### src/rtl/config_pkg.sv
// Shared constants, state encoding and header validation for the packet controller.
//   OP_ECHO / OP_ADD / OP_MUL : opcode byte values
//   ctrl_state_e              : controller state encoding
//   HDR_BYTES                 : header length in bytes
//   hdr_ok()                  : legality check applied when len_hi arrives
package config_pkg;

  localparam int unsigned HDR_BYTES = 4;

  localparam logic [7:0] OP_ECHO = 8'hEC;
  localparam logic [7:0] OP_ADD  = 8'hAD;
  localparam logic [7:0] OP_MUL  = 8'hAC;

  typedef enum logic [2:0] {
    HDR0, HDR1, HDR2, HDR3, ECHO, ACCUM, SEND, DRAIN
  } ctrl_state_e;

  // Header legality: known opcode, len within [HDR_BYTES, max_len], and
  // arithmetic packets carry a non-empty whole number of 32-bit words.
  function automatic logic hdr_ok(input logic [7:0]  op,
                                  input logic [15:0] len,
                                  input logic [15:0] max_len);
    logic [15:0] pay;
    pay    = len - 16'(HDR_BYTES);
    hdr_ok = 1'b0;
    if ((len >= 16'(HDR_BYTES)) && (len <= max_len)) begin
      case (op)
        OP_ECHO:        hdr_ok = 1'b1;
        OP_ADD, OP_MUL: hdr_ok = (pay != 16'd0) && (pay[1:0] == 2'd0);
        default:        hdr_ok = 1'b0;
      endcase
    end
  endfunction

endpackage

### src/rtl/alu_word_op.sv
// Combinational word operation folded into the accumulator.
//   opcode : OP_MUL selects low-32 multiply, anything else selects add
//   acc    : current accumulator
//   word   : incoming 32-bit operand
//   result : op(acc, word), wrapped to 32 bits
module alu_word_op
  import config_pkg::*;
(
  input  logic [7:0]  opcode,
  input  logic [31:0] acc,
  input  logic [31:0] word,
  output logic [31:0] result
);

  always_comb begin
    result = acc + word;
    if (opcode == OP_MUL) begin
      result = acc * word;
    end
  end

endmodule

### src/rtl/alu_packet_ctrl.sv
// Byte-stream packet controller: parses framed commands from RX, echoes the
// payload or folds 32-bit operands through add/multiply, and streams the
// result on TX. Malformed packets are drained and flagged on err_o.
//   clk, rst              : clock, synchronous active-high reset
//   rx_data_i/valid/ready : inbound byte stream (valid & ready transfers)
//   tx_data_o/valid/ready : outbound byte stream, registered and held until taken
//   busy_o                : packet in progress (state is not HDR0)
//   err_o                 : one-cycle pulse when a packet is rejected
module alu_packet_ctrl
  import config_pkg::*;
#(
  parameter logic [15:0] MAX_LEN_P = 16'd1024
) (
  input  logic       clk,
  input  logic       rst,
  input  logic [7:0] rx_data_i,
  input  logic       rx_valid_i,
  output logic       rx_ready_o,
  output logic [7:0] tx_data_o,
  output logic       tx_valid_o,
  input  logic       tx_ready_i,
  output logic       busy_o,
  output logic       err_o
);

  ctrl_state_e state_q;
  logic [7:0]  opcode_q;
  logic [7:0]  len_lo_q;
  logic [15:0] rem_q;
  logic [31:0] acc_q;
  logic [23:0] shreg_q;
  logic [1:0]  byte_idx_q;
  logic [1:0]  send_cnt_q;
  logic [7:0]  tx_data_q;
  logic        tx_valid_q;
  logic        err_q;

  logic        rx_ready_c;
  logic        rx_acc_c;
  logic        tx_hs_c;
  logic [15:0] len_c;
  logic [15:0] pay_c;
  logic [31:0] word_c;
  logic [31:0] alu_res_c;

  // Ready depends on state; in ECHO it also tracks TX register occupancy.
  always_comb begin
    rx_ready_c = 1'b0;
    case (state_q)
      HDR0, HDR1, HDR2, HDR3, ACCUM, DRAIN: rx_ready_c = 1'b1;
      ECHO:    rx_ready_c = (rem_q != 16'd0) && (!tx_valid_q || tx_ready_i);
      default: rx_ready_c = 1'b0;
    endcase
  end

  assign rx_acc_c = rx_valid_i & rx_ready_c;
  assign tx_hs_c  = tx_valid_q & tx_ready_i;
  assign len_c    = {rx_data_i, len_lo_q};
  assign pay_c    = len_c - 16'(HDR_BYTES);
  assign word_c   = {rx_data_i, shreg_q};

  alu_word_op u_word_op (
    .opcode (opcode_q),
    .acc    (acc_q),
    .word   (word_c),
    .result (alu_res_c)
  );

  // Controller state machine with registered TX and error outputs.
  always_ff @(posedge clk) begin
    if (rst) begin
      state_q    <= HDR0;
      opcode_q   <= 8'd0;
      len_lo_q   <= 8'd0;
      rem_q      <= 16'd0;
      acc_q      <= 32'd0;
      shreg_q    <= 24'd0;
      byte_idx_q <= 2'd0;
      send_cnt_q <= 2'd0;
      tx_data_q  <= 8'd0;
      tx_valid_q <= 1'b0;
      err_q      <= 1'b0;
    end else begin
      err_q <= 1'b0;
      if (tx_hs_c) begin
        tx_valid_q <= 1'b0;
      end
      case (state_q)
        HDR0: if (rx_acc_c) begin
          opcode_q <= rx_data_i;
          state_q  <= HDR1;
        end
        HDR1: if (rx_acc_c) begin
          state_q <= HDR2;
        end
        HDR2: if (rx_acc_c) begin
          len_lo_q <= rx_data_i;
          state_q  <= HDR3;
        end
        HDR3: if (rx_acc_c) begin
          byte_idx_q <= 2'd0;
          shreg_q    <= 24'd0;
          if (!hdr_ok(opcode_q, len_c, MAX_LEN_P)) begin
            err_q <= 1'b1;
            // len <= HDR_BYTES leaves nothing to drain
            if (len_c <= 16'(HDR_BYTES)) begin
              rem_q   <= 16'd0;
              state_q <= HDR0;
            end else begin
              rem_q   <= pay_c;
              state_q <= DRAIN;
            end
          end else if (opcode_q == OP_ECHO) begin
            rem_q   <= pay_c;
            state_q <= (pay_c == 16'd0) ? HDR0 : ECHO;
          end else begin
            rem_q   <= pay_c;
            acc_q   <= (opcode_q == OP_MUL) ? 32'd1 : 32'd0;
            state_q <= ACCUM;
          end
        end
        ECHO: begin
          if (rx_acc_c) begin
            tx_data_q  <= rx_data_i;
            tx_valid_q <= 1'b1;
            rem_q      <= rem_q - 16'd1;
          end else if ((rem_q == 16'd0) && (tx_hs_c || !tx_valid_q)) begin
            state_q <= HDR0;
          end
        end
        ACCUM: if (rx_acc_c) begin
          rem_q <= rem_q - 16'd1;
          if (byte_idx_q == 2'd3) begin
            acc_q      <= alu_res_c;
            byte_idx_q <= 2'd0;
            // Final word: result byte 0 goes straight into the TX register
            if (rem_q == 16'd1) begin
              state_q    <= SEND;
              send_cnt_q <= 2'd0;
              tx_data_q  <= alu_res_c[7:0];
              tx_valid_q <= 1'b1;
            end
          end else begin
            shreg_q    <= {rx_data_i, shreg_q[23:8]};
            byte_idx_q <= byte_idx_q + 2'd1;
          end
        end
        SEND: if (tx_hs_c) begin
          if (send_cnt_q == 2'd3) begin
            state_q <= HDR0;
          end else begin
            send_cnt_q <= send_cnt_q + 2'd1;
            tx_valid_q <= 1'b1;
            case (send_cnt_q)
              2'd0:    tx_data_q <= acc_q[15:8];
              2'd1:    tx_data_q <= acc_q[23:16];
              default: tx_data_q <= acc_q[31:24];
            endcase
          end
        end
        DRAIN: if (rx_acc_c) begin
          rem_q <= rem_q - 16'd1;
          if (rem_q == 16'd1) begin
            state_q <= HDR0;
          end
        end
        default: state_q <= HDR0;
      endcase
    end
  end

  assign rx_ready_o = rx_ready_c;
  assign tx_data_o  = tx_data_q;
  assign tx_valid_o = tx_valid_q;
  assign busy_o     = (state_q != HDR0);
  assign err_o      = err_q;

endmodule

### config.mk
export PLATFORM = sky130hd
export DESIGN_NAME = alu_packet_ctrl
export DESIGN_NICKNAME = d
export VERILOG_FILES = /design/src/rtl/config_pkg.sv /design/src/rtl/alu_word_op.sv /design/src/rtl/alu_packet_ctrl.sv
export SDC_FILE = /design/constraint.sdc
export NUM_CORES = 2
export LEC_CHECK = 0
export CELL_PAD_IN_SITES_DETAIL_PLACEMENT = 1
export CELL_PAD_IN_SITES_GLOBAL_PLACEMENT = 1
export CORE_MARGIN = 3
export CORE_UTILIZATION = 41
export CTS_BUF_LIST = sky130_fd_sc_hd__clkbuf_4 sky130_fd_sc_hd__clkbuf_8 sky130_fd_sc_hd__clkbuf_16
export DETAILED_ROUTE_END_ITERATION = 8
export GPL_ROUTABILITY_DRIVEN = 0
export GPL_TIMING_DRIVEN = 0
export PLACE_DENSITY_LB_ADDON = 0.08
export SLEW_MARGIN = 20
export SYNTH_ARGS = -nofsm -noshare
export SYNTH_HDL_FRONTEND = slang
export SYNTH_SLANG_ARGS = --single-unit
### constraint.sdc
create_clock -name clk -period 10.7 [get_ports clk]
set_input_delay 3.21 -clock clk [delete_from_list [all_inputs] [get_ports clk]]
set_output_delay 3.21 -clock clk [all_outputs]
set_load 0.02 [all_outputs]
==> out/summary.log <==
qor: run_status.run_status complete, no violations
qor: sta.setup-tns-final 0 ps
qor: hold_path.hold-path-cell-count 2
qor: setup_path.cp_num_buf_inv 5
qor: clock_network.cts-hold-fix-buffers 0
qor: sta.finalClockSkew 17.1 ps
qor: floorplan.design.die.area 58300 um2
qor: synthesis.synth_top_flop_cell dfxtp_1
qor: setup_path.required 10940 ps
qor: sta.final-hold-violation-count 0
qor: setup_path.endpoint_kind flip-flop
qor: synthesis.synth_nets 3235
qor: grt.grt_start_max_net_pins 21
qor: setup_path.worst_path_max_delay_cell clkbuf_1
qor: floorplan.die_h 241 um
qor: clock_network.cts_sinks 105
qor: synthesis.synth_xor_area_frac 0.0501
qor: setup_path.path_class input pin to flip-flop
qor: drt.initialDrtViolationCount 1204
qor: finish.layout_filler_cell_count 6528
qor: floorplan.starting_density 0.418
qor: sta.finalHoldWorstSlack 461 ps
qor: synthesis.synth.area.mux_share 0.00705
qor: synthesis.post_synth_design_cell_area 22700 um2
qor: clock_network.cts_root_buffer clkbuf_16
qor: sta.worstMarginPinSlew 1230 ps
qor: synthesis.ys_seq_elements 105
qor: grt.global_route_usage_over_all_layers 0.318
qor: synthesis.synth_top_family_by_area adder cells
qor: synthesis.synth-compound-area-share 0.0996
qor: setup_path.critical_path.reg2reg.startpoint acc_q[4]
qor: clock_network.clk_latency 380 ps
qor: synthesis.synth.distinct_cells 78
qor: clock_network.cts_setup_buffers 0
qor: synthesis.postSynthCellCount 2651
qor: pwr.finalPower 946 uW
qor: setup_path.critical_path.startpoint_type input pin
qor: drt.detail-route-antenna-nets 0
qor: floorplan.rows 85
qor: synthesis.async_reset_ff_frac 0
qor: drt.via_per_inst 5.58
qor: place.dp_hpwl 73400 um
qor: grt.number_of_antenna_violations_at_the_first_check_in_global_routing 8
qor: hold_path.holdCritStartpoint opcode_q[1]
qor: synthesis.synth-edff-count 0
qor: drt.wire_per_inst 26.2 um
qor: sta.final_max_slew_viol_count 0
qor: drt.drcViolationCount 0
qor: setup_path.cpPeakStageDelay 760 ps
qor: setup_path.rrSetupSlack 1690 ps
qor: pwr.largest_voltage_drop_on_the_vdd_net 80.8 uV
qor: job.max-cap-violations 0
qor: grt.grt_pass1_vias 20975
qor: synthesis.simple_gate_share_of_the_synthesized_area 0.209
qor: synthesis.synth_seq_area_share 0.0925
qor: finish.drive_above_1_share 0.0275
qor: pwr.power_per_cell_area 39.1 nW/um2
qor: grt.grt.overflow.total 0
qor: grt.grt_first_pass_wirelength 136000 um
qor: clock_network.ctsLongestPathBuffers 2
qor: sta.slew-limit-headroom 0.179
qor: floorplan.core_area 54300 um2
qor: synthesis.syn_area_per_cell 8.57 um2
qor: synthesis.post_synth_fa_ha_maj_area_fraction 0.450
qor: clock_network.cts-buffers-inserted 9
qor: floorplan.io_pins 24
qor: setup_path.timing.critical_path.fanout_max 10
qor: setup_path.rr_endpoint acc_q[31]
qor: hold_path.hold-path-endpoint opcode_q[1]
qor: finish.layout.nets 3269
qor: sta.setup_repair_after_global_routing_missed_its_margin false
qor: drt.finalWirelength 90000 um
qor: clock_network.tritoncts built
qor: place.count_of_input_and_output_buffers 23
qor: floorplan.die_w 241 um
qor: clock_network.clock_tree.htree_level_count 3
qor: hold_path.min_path_type flip-flop to flip-flop
qor: setup_path.worst_reg_to_reg_path_cell_count 25
qor: setup_path.critical_path.top_delay_family adder cells
qor: pwr.leakagePower 0.0111 uW
qor: setup_path.cp.arrival 10610 ps
qor: setup_path.path_cells clkdlybuf4s50_1 > buf_2 > clkbuf_1 > nand2_1 > fa_1 > fa_1 > inv_1 > fa_1 > fa_1 > inv_1 > fa_1 > fa_1 > fa_1 > fa_1 > xnor2_1 > xnor2_1 > xnor2_1 > xnor2_1 > xnor2_1 > xnor2_1 > xnor2_1 > xnor2_1 > o22ai_1
qor: synthesis.yosys_warnings 0
qor: sta.min_period 10370 ps
qor: finish.area_growth_syn_to_layout 6.53%
qor: clock_network.path_clk_slew 80 ps
qor: clock_network.cts.repair.resized 0
qor: drt.routed-via-count 19149
qor: sta.fmax 96.4 MHz
qor: sta.report.final.setup_viol 0
qor: drt.detail_route.first_pass.iterations 5
qor: sta.final_min_period_over_clock_period 0.969
## sequential cells by signal, indices dropped and copies added (netlist names), 3 cells and up
register   cells
state_q        3
len_lo_q       8
tx_data_o      8
rem_q         16
shreg_q       24
acc_q         32
opcode_q       8
## cell type report
class                      count  area, um2  share of cell area
inverter                     391       1470              0.0606
buffer                       153        628              0.0260
antenna                        5       12.5            0.000517
clock inverter                 7       72.6             0.00300
tap                          739        925              0.0382
clock buffer                   9        225             0.00931
multi-input combinational   2002      18500               0.766
timing repair buffer          23        230             0.00951
sequential                   105       2100              0.0869
## Yosys cell counts (all sizes together), types with 4 or more instances
cell     count  share of area
a2111oi      9         0.0042
a211oi      16         0.0057
a21o        36          0.012
a21oi      136          0.030
a22oi       20         0.0066
a31oi       17         0.0047
and2       310          0.085
and3         7         0.0019
buf         15         0.0043
clkbuf     138          0.023
dfxtp      105          0.093
fa         409           0.36
ha         163          0.090
inv        391          0.065
mux2i       16         0.0070
nand2      338          0.056
nand2b       9         0.0025
nand3       47          0.011
nand3b       9         0.0030
nand4        9         0.0031
nand4b       4         0.0015
nor2        87          0.014
nor2b       16         0.0044
nor3        45          0.011
nor4        10         0.0030
o211ai       4         0.0013
o21a        11         0.0040
o21ai       67          0.015
o21bai       7         0.0023
o31a         4         0.0015
o31ai        4         0.0015
or2         11         0.0030
or3         11         0.0030
or4          7         0.0026
xnor2       97          0.037
xor2        33          0.013
## report_power, final
group	total [uW]	internal, uW	leakage, uW	switching, uW
clock network	349	166	0.000143	183
logic	185	67.1	0.0101	118
registers	412	401	0.000848	11.1
## worst max-delay path by stage
stage,from,cells after the start,end,slack (ps)
global route,rx_data_i[1],23,acc_q[31],160
global placement,rx_data_i[1],23,acc_q[31],100
CTS,rx_data_i[1],23,acc_q[31],370
finish,rx_data_i[1],23,acc_q[31],330
detailed placement,rx_data_i[1],23,acc_q[31],40
floorplan,rx_data_i[1],23,acc_q[31],1800
## layout by cell type, fill, tap and decap left out, types with 10 or more instances in the layout
cell type        netlist  routed
fa_1                 409     409
inv_1                391     391
nand2_1              337     337
and2_1               310     310
ha_1                 163     163
a21oi_1              135     135
clkbuf_1             138     128
dfxtp_1              105     105
xnor2_1               97      97
nor2_1                87      87
o21ai_0               63      63
nand3_1               46      46
nor3_1                42      41
a21o_1                36      36
xor2_1                33      33
clkdlybuf4s50_1        0      23
a22oi_1               20      20
a31oi_1               17      17
nor2b_1               16      16
mux2i_1               16      16
a211oi_1              14      14
or3_1                 11      11
or2_2                 11      11
clkbuf_2               0      10
o21a_1                10      10
## metal layers
layer | vias to the layer above | share of wire | global-route usage
met2 | 544 | 0.47 | 0.533
li1 | 8390 | - | -
met1 | 10079 | 0.43 | 0.427
met5 | - | 0.00061 | 0
met4 | 8 | 0.037 | 0.103
met3 | 128 | 0.058 | 0.0429
## per-stage QoR
stage	cells	setup slack [ps]	util	cell area, um2
after floorplan	2651	1800	-	22700
after global placement	3413	102	0.439	23900
after detailed placement	3413	42.5	0.440	23900
after CTS	3429	369	0.445	24200
after global routing	3429	159	0.445	24200
final	3434	327	0.445	24200
## worst min-delay path: stages (launching register included)
cell and delay, ps:
dfxtp_1 310, nand2_1 50, a21oi_1 50
## kinds of logic after synthesis
family          Yosys count
xor+xnor                130
mux                      16
simple gates            927
flops                   105
buf+inv                 544
compound gates          357
fa+ha+maj               572
No activity file was read; power rests on OpenSTA's default activity.
